[config.mk]
export PLATFORM = sky130hd
export DESIGN_NAME = alu_arbiter
export DESIGN_NICKNAME = d
export VERILOG_FILES = /design/src/rtl/alu_arbiter.sv
export SDC_FILE = /design/constraint.sdc
export NUM_CORES = 1
export LEC_CHECK = 0
export CORE_MARGIN = 2
export CORE_UTILIZATION = 58
export CTS_CLUSTER_DIAMETER = 100
export CTS_CLUSTER_SIZE = 28
export DETAILED_ROUTE_END_ITERATION = 6
export HOLD_SLACK_MARGIN = 0.1
export PLACE_DENSITY = 0.95
export SLEW_MARGIN = 20
export SYNTH_ARGS = -nofsm -noshare
export SYNTH_HDL_FRONTEND = slang
export SYNTH_HIERARCHICAL = 1
export SYNTH_SLANG_ARGS = --single-unit
[constraint.sdc]
create_clock -name clk -period 15.36 [get_ports clk]
set_clock_uncertainty 0.1 [all_clocks]
set_input_delay 3.072 -clock clk [delete_from_list [all_inputs] [get_ports clk]]
set_output_delay 3.072 -clock clk [all_outputs]
set_load 0.02 [all_outputs]
[src/rtl/alu_arbiter.sv]
// alu_arbiter: shares one 32-bit alu between two requesters.
// Requests are granted round-robin when the single result slot is free; the
// granted operands pass through the alu in the grant cycle and the result,
// zero flag and tag are registered and held until the owning port consumes.
//
// Ports:
//   clk, rst                       clock, synchronous active-high reset
//   reqN_valid/reqN_ready          request handshake (N = 0, 1)
//   reqN_a, reqN_b, reqN_op        alu operands and select code
//   reqN_tag                       opaque tag returned with the response
//   rspN_valid/rspN_ready          response handshake
//   rspN_result, rspN_zero         registered alu result and zero flag
//   rspN_tag                       tag of the accepted request
//
// alu: 32-bit combinational ALU with 4-bit select. Unused codes give 0.
//   a, b  operands; s  select; f  result

module alu (
  input  logic [31:0] a,
  input  logic [31:0] b,
  input  logic [3:0]  s,
  output logic [31:0] f
);
  always_comb begin
    f = '0;
    case (s)
      4'b0000: f = a + b;
      4'b0001: f = a - b;
      4'b0010: f = a << b[4:0];
      4'b0011: f = a >> b[4:0];
      4'b0100: f = $unsigned($signed(a) >>> b[4:0]);
      4'b0101: f = a & b;
      4'b0110: f = a | b;
      4'b0111: f = a ^ b;
      4'b1000: f = {31'b0, ($signed(a) < $signed(b))};
      4'b1001: f = {31'b0, (a < b)};
      default: f = '0;
    endcase
  end
endmodule

module alu_arbiter #(
  parameter int TAG_W = 4
) (
  input  logic             clk,
  input  logic             rst,
  input  logic             req0_valid,
  output logic             req0_ready,
  input  logic [31:0]      req0_a,
  input  logic [31:0]      req0_b,
  input  logic [3:0]       req0_op,
  input  logic [TAG_W-1:0] req0_tag,
  input  logic             req1_valid,
  output logic             req1_ready,
  input  logic [31:0]      req1_a,
  input  logic [31:0]      req1_b,
  input  logic [3:0]       req1_op,
  input  logic [TAG_W-1:0] req1_tag,
  output logic             rsp0_valid,
  input  logic             rsp0_ready,
  output logic [31:0]      rsp0_result,
  output logic             rsp0_zero,
  output logic [TAG_W-1:0] rsp0_tag,
  output logic             rsp1_valid,
  input  logic             rsp1_ready,
  output logic [31:0]      rsp1_result,
  output logic             rsp1_zero,
  output logic [TAG_W-1:0] rsp1_tag
);
  typedef enum logic [1:0] {IDLE, HOLD0, HOLD1} state_t;

  state_t           state, state_nxt;
  logic             last_grant;
  logic             slot_free;
  logic             gnt0, gnt1;
  logic [31:0]      alu_a, alu_b, alu_f;
  logic [3:0]       alu_s;
  logic [31:0]      result_q;
  logic             zero_q;
  logic [TAG_W-1:0] tag_q;

  alu u_alu (
    .a (alu_a),
    .b (alu_b),
    .s (alu_s),
    .f (alu_f)
  );

  // Port 0 drives the alu whenever port 1 is not granted.
  assign alu_a = gnt1 ? req1_a  : req0_a;
  assign alu_b = gnt1 ? req1_b  : req0_b;
  assign alu_s = gnt1 ? req1_op : req0_op;

  always_ff @(posedge clk) begin
    if (rst) state <= IDLE;
    else     state <= state_nxt;
  end

  always_comb begin
    state_nxt = state;
    slot_free = 1'b0;
    gnt0      = 1'b0;
    gnt1      = 1'b0;
    case (state)
      IDLE:    slot_free = 1'b1;
      HOLD0:   slot_free = rsp0_ready;
      HOLD1:   slot_free = rsp1_ready;
      default: slot_free = 1'b1;
    endcase
    // Nothing is accepted while reset is asserted.
    if (rst) slot_free = 1'b0;
    if (slot_free) begin
      if (req0_valid && req1_valid) begin
        gnt0 = last_grant;
        gnt1 = !last_grant;
      end else begin
        gnt0 = req0_valid;
        gnt1 = req1_valid;
      end
    end
    if (gnt0)           state_nxt = HOLD0;
    else if (gnt1)      state_nxt = HOLD1;
    else if (slot_free) state_nxt = IDLE;
  end

  assign req0_ready = gnt0;
  assign req1_ready = gnt1;

  always_ff @(posedge clk) begin
    if (rst) begin
      last_grant <= 1'b1;
      result_q   <= '0;
      zero_q     <= 1'b0;
      tag_q      <= '0;
    end else if (gnt0 || gnt1) begin
      last_grant <= gnt1;
      result_q   <= alu_f;
      zero_q     <= (alu_f == '0);
      tag_q      <= gnt1 ? req1_tag : req0_tag;
    end
  end

  assign rsp0_valid  = (state == HOLD0);
  assign rsp1_valid  = (state == HOLD1);
  assign rsp0_result = result_q;
  assign rsp1_result = result_q;
  assign rsp0_zero   = zero_q;
  assign rsp1_zero   = zero_q;
  assign rsp0_tag    = tag_q;
  assign rsp1_tag    = tag_q;
endmodule

---- Word-level counts from Yosys, hierarchy flattened ----
Cells that the tools add are included.
storage, ports and cells
  register bits after elaboration ......... 40
  bits in latches ......................... 0
  bits in writable memories ............... 0
  bits in read-only memories .............. 0
  bits of input ports ..................... 150
  output and inout bits ................... 78
  logic and storage cells ................. 49
  memories kept ........................... 0
cells by class
  add/sub/neg operators ................... 2
  $mul .................................... 0
  div/mod/pow operators ................... 0
  order comparisons ....................... 2
  equality and inequality tests ........... 11
  shift-type cells ........................ 3
  mux-type cells .......................... 14
  bitwise gates (word level) .............. 3
  reductions and logical operators ........ 8
operators with widths
  kind                  count
  $pmux W32 S10         1
  $lt A32 B32 Y1        2
  $mux W32              2
  $add A32 B32 Y32      1
  $and A32 B32 Y32      1
  $logic_not A32 Y1     1
  $or A32 B32 Y32       1
  $shl A32 B5 Y32       1
  $shr A32 B5 Y32       1
  $sshr A32 B5 Y32      1
  $sub A32 B32 Y32      1
  $xor A32 B32 Y32      1
  $eq A4 B3 Y1 const B  4
  $eq A4 B2 Y1 const B  2
  $eq A4 B4 Y1 const B  2
  $mux W4               2
  $mux W1               6
  $eq A4 B1 Y1 const B  1
  $logic_not A4 Y1      1
  $mux W2               2
  $reduce_bool A3 Y1    1
  $eq A2 B1 Y1 const B  1
  $eq A2 B2 Y1 const B  1
  $pmux W1 S2           1
  5 further kinds       5

---- Depth between registers and ports, before layout ----
  word-level depth ........................ 8
  depth in mapped cells ................... 28

---- Hierarchy ----
The synthesis kept the hierarchy.
by module, submodules not included
  module       instances  cells an instance  area an instance (um2)  sequential area each (um2)
  alu          1          1207               7841.3                  0.0
  alu_arbiter  1          305                2675.1                  800.8

---- Worst setup path after synthesis ----
Ideal clock, no wire load.
  path kind ............................... input-to-reg
  start ................................... in rst
  end ..................................... reg zero_q, in the netlist rsp0_zero
  arrival time ............................ 8.328 ns
  required time ........................... 15.173 ns
  path slack .............................. 6.845 ns
  stages on the path ...................... 23
  cell sequence ........................... clkbuf_1 a2111oi_4 buf_6 buf_4 mux2_2 buf_2 inv_2 buf_2 clkbuf_1 ha_1 o21bai_1 a21oi_1 o311ai_1 o211ai_1 a31oi_1 a31oi_1 o311ai_0 o21ai_1 xnor2_1 o211ai_1 or4_1 or4_1 o31ai_1
between the ends
  cells in the longest elaborated chain, start to end .. 6
RTL lines
  what                                      RTL line  text
  from (decl)                               46        input logic rst,
  $mux W1 *                                 111       if (rst) slot_free = 1'b0;
  $mux W1 *                                 112       if (slot_free) begin
  $mux W32 *                                91        assign alu_b = gnt1 ? req1_b : req0_b;
  via alu_b[1]                              76        logic [31:0] alu_a, alu_b, alu_f;
  $sub A32 B32 Y32 (tied with other cells)  28        4'b0001: f = a - b;
  $pmux W32 S10 *                           26        case (s)
  via alu_f[23]                             76
  $logic_not A32 Y1 *                       138       zero_q <= (alu_f == '0);
  to (signal assigned)                      138
  to (decl)                                 79        logic zero_q;
Mark *: on every way through the listed nets, which the timed path passes. The rest lies on a longest branch.
A chain may end at the register's enable or synchronous reset.

---- Worst setup path in the final report ----
Ends and elaborated chain as after synthesis.

==> reports/qor.txt <==
starting density of the core -> 0.5874
Placed Area -> 0.01243 sq mm
core area -> 0.01790 sq mm
later-pin clock latency in the skew report -> 0.28 ns
Die H -> 138.7 um
clock sinks -> 40
die footprint -> 0.01923 sq mm
CTS clk-pin slew, worst paths -> 0.06 ns
crit-path most repeated cell -> buf_4
Period Utilization, post-route -> 0.6298
Final Core Density -> 0.7037
hold buffers post-CTS -> 0
GR Overflow Total -> 0
worst-path maximum fanout -> 52
EDFF count, synth -> 0
GR peak layer -> met2
WP data arrival -> 9.77 ns
row count -> 49
crit path kind -> primary input to flop
drt first pass iters -> 6
critical-path cell list -> clkdlybuf4s50_1 > buf_4 > a2111oi_4 > buf_4 > mux2_2 > buf_4 > inv_2 > buf_4 > ha_1 > inv_1 > a21oi_1 > o311ai_1 > o211ai_1 > a31oi_1 > a31oi_1 > o311ai_0 > o21ai_1 > xnor2_1 > o211ai_1 > or4_1 > or4_1 > o31ai_1
clk buf depth -> 2
CP max stage cell -> a31oi_1
I/O Buffers -> 227
Distinct cells, synth -> 76
Worst EP required -> 15.46 ns
routed via count -> 12430
post-route cell area -> 0.01260 sq mm
slowest stage delay, CP -> 0.60 ns
wire length per cell -> 23.26 um
Worst Setup Start Kind -> primary input
Leak -> 5.040 nW
Slew headroom -> 0.2785
share of layout cells above drive strength 1 -> 0.09102
final WL -> 42910 um
vias in the first global route -> 11570
Resize count post-CTS -> 0
Synth Cell Area -> 0.01052 sq mm
RSZ-0062 raised after global routing -> no
Reg area -> 800.8 sq um
routed vias/inst -> 6.735
initial antenna violation count -> 1
DRC errors left -> 0
postcts setup bufs -> 0
met2 Use GR -> 0.6639
global-route wire length before repair -> 65460 um
WHS -> 0.3758 ns
Final #Nets -> 1866
r2r setup slk -> 8.32 ns
Max Clk Rate -> 0.1034 GHz
Power Total -> 0.9103 mW
power per cell area -> 72.26 mW/mm^2
commonest non-fill, non-tap cell in the layout -> clkdlybuf4s50_1
initial drt markers -> 1582
TNS Setup -> 0 ns
Syn Nets -> 1764
buffers plus inverters on the worst setup path -> 7
detailed placement HPWL -> 33660 um
Routed Antenna Nets -> 0
synthesized flop and latch total -> 40
worst vdd ir -> 82.83 uV
met1 usage -> 0.5376
Worst-Margin Slew -> 1.078 ns
area of the multi-input gates -> 0.008583 sq mm
Root Buffer -> clkbuf_16
HP Class -> flop to flop
Crit. End Element -> flop
syn avg cell area -> 6.955 sq um
FFs w/ async S/R, synth -> 0
Placer Congestion -> 1.088
CTS buffer count -> 5
gr usage total -> 0.4237
Tmin final -> 9.674 ns
Syn Inst Count -> 1512
status -> finished, final reports clean
commonest non-fill, non-tap cells in the layout -> 227 x clkdlybuf4s50_1, 174 x nand2_1, 162 x a21oi_1, 135 x nor2_1, 105 x o21ai_0
final setup vio count -> 0
M3 GR Usage -> 0.09530
Final Hold Fails -> 0
final max-slew violation count -> 0
CTS tree -> yes
Filler Cell Count -> 1482
Top delay family on crit path -> compound AO/OA/AOI/OAI gates
I/O pins -> 228
largest net degree at the start of global routing -> 89
chip width -> 138.7 um
dominant synthesized flop cell -> dfxtp_1
Max Cap Viol -> 0
CTS HTree Levels -> 2
yosys warns -> 6
P&R area growth vs syn -> 19.79%
Seq/Total Area, Yosys -> 0.07615
[stage by stage]
step,setup slack [ns],instances
2_1_floorplan,6.845,1512
3_3_place_gp,5.685,1836
3_5_place_dp,5.574,1836
4_1_cts,5.858,1844
5_1_grt,5.341,1844
6_report,5.686,1845
[cell families after synthesis]
family | share of synthesized area
buffers and inverters | 0.1090
XOR/XNOR | 0.02249
adder cells (fa/ha/maj) | 0.1228
AO/OA/AOI/OAI | 0.3212
multiplexers | 0.1718
flip-flops | 0.07615
AND/OR/NAND/NOR | 0.1766
[worst paths after layout]
| path | to | cells past startpoint | from |
|---|---|---|---|
| worst max-delay path | rsp0_zero$_SDFFE_PP0P_ | 22 | rst |
| worst min-delay path | rsp0_result[19]$_SDFFE_PP0P_ | 2 | rsp0_result[19]$_SDFFE_PP0P_ |
| worst max register to register | rsp0_zero$_SDFFE_PP0P_ | 23 | state[0]$_SDFFE_PP0P_ |
| worst min register to register | rsp0_result[19]$_SDFFE_PP0P_ | 2 | rsp0_result[19]$_SDFFE_PP0P_ |
[worst reg2reg max path, cell delays in order, from the launching register on]
cell and delay (ns):
dfxtp_1 0.37, inv_1 0.06, ha_1 0.31, a221oi_4 0.06, a2111oi_4 0.35, buf_4 0.44, mux2_2 0.42, buf_4 0.29
inv_2 0.13, buf_4 0.52, ha_1 0.45, inv_1 0.08, a21oi_1 0.10, o311ai_1 0.34, o211ai_1 0.18, a31oi_1 0.60
a31oi_1 0.29, o311ai_0 0.32, o21ai_1 0.13, xnor2_1 0.15, o211ai_1 0.11, or4_1 0.54, or4_1 0.41, o31ai_1 0.19
[Yosys cell counts (6+ instances only)]
master	n	share of area
xnor2_1	22	0.018
nand2_1	174	0.062
buf_1	11	0.0039
dfxtp_1	40	0.076
o21ai_1	30	0.014
o211ai_1	22	0.016
a211oi_1	28	0.020
nor2_1	136	0.049
nand2b_1	7	0.0042
mux2i_1	50	0.048
mux4_2	16	0.034
nor2b_1	12	0.0071
and3_1	7	0.0042
o21ai_0	105	0.050
mux2_2	80	0.086
inv_2	7	0.0025
buf_2	28	0.013
a22oi_1	26	0.019
o22ai_1	14	0.0083
nor3_1	25	0.012
o221ai_1	6	0.0050
buf_4	47	0.034
a21o_1	15	0.011
a221oi_1	14	0.012
a31oi_1	14	0.0083
clkbuf_1	61	0.022
ha_1	100	0.12
o21bai_1	13	0.0093
a21oi_1	162	0.077
and2_1	9	0.0054
nor4_1	14	0.0083
o31ai_1	6	0.0043
a311oi_1	6	0.0050
inv_1	89	0.032
nand3_1	20	0.0095
[where the power goes]
group | switching [mW] | leakage, nW | internal (mW) | total (mW)
combinational | 0.411 | 4.63 | 0.260 | 0.671
clock | 0.0416 | 0.0808 | 0.0764 | 0.118
sequential | 0.00778 | 0.326 | 0.113 | 0.121
total | 0.460 | 5.04 | 0.450 | 0.910
[flip-flops by register name, indices dropped and copies added (netlist names)]
register / cells
last_grant: 1
rsp0_tag: 4
rsp0_zero: 1
state: 2
rsp0_result: 32
[area by class of cell]
class / count / share of cell area
multi-input combinational: 1227 / 0.6814
clock buffer: 6 / 0.01023
sequential: 40 / 0.06357
antenna: 1 / 0.0001986
timing repair buffer: 244 / 0.1905
tap: 229 / 0.02275
clock inverter: 2 / 0.002781
inverter: 96 / 0.02861
[layer usage]
metal	vias up	share of wire
li1	5625	-
met1	5716	0.38
met3	194	0.12
met4	2	0.068
met2	889	0.44
met5	-	0.00040
Power figures use the tool's default switching activity.
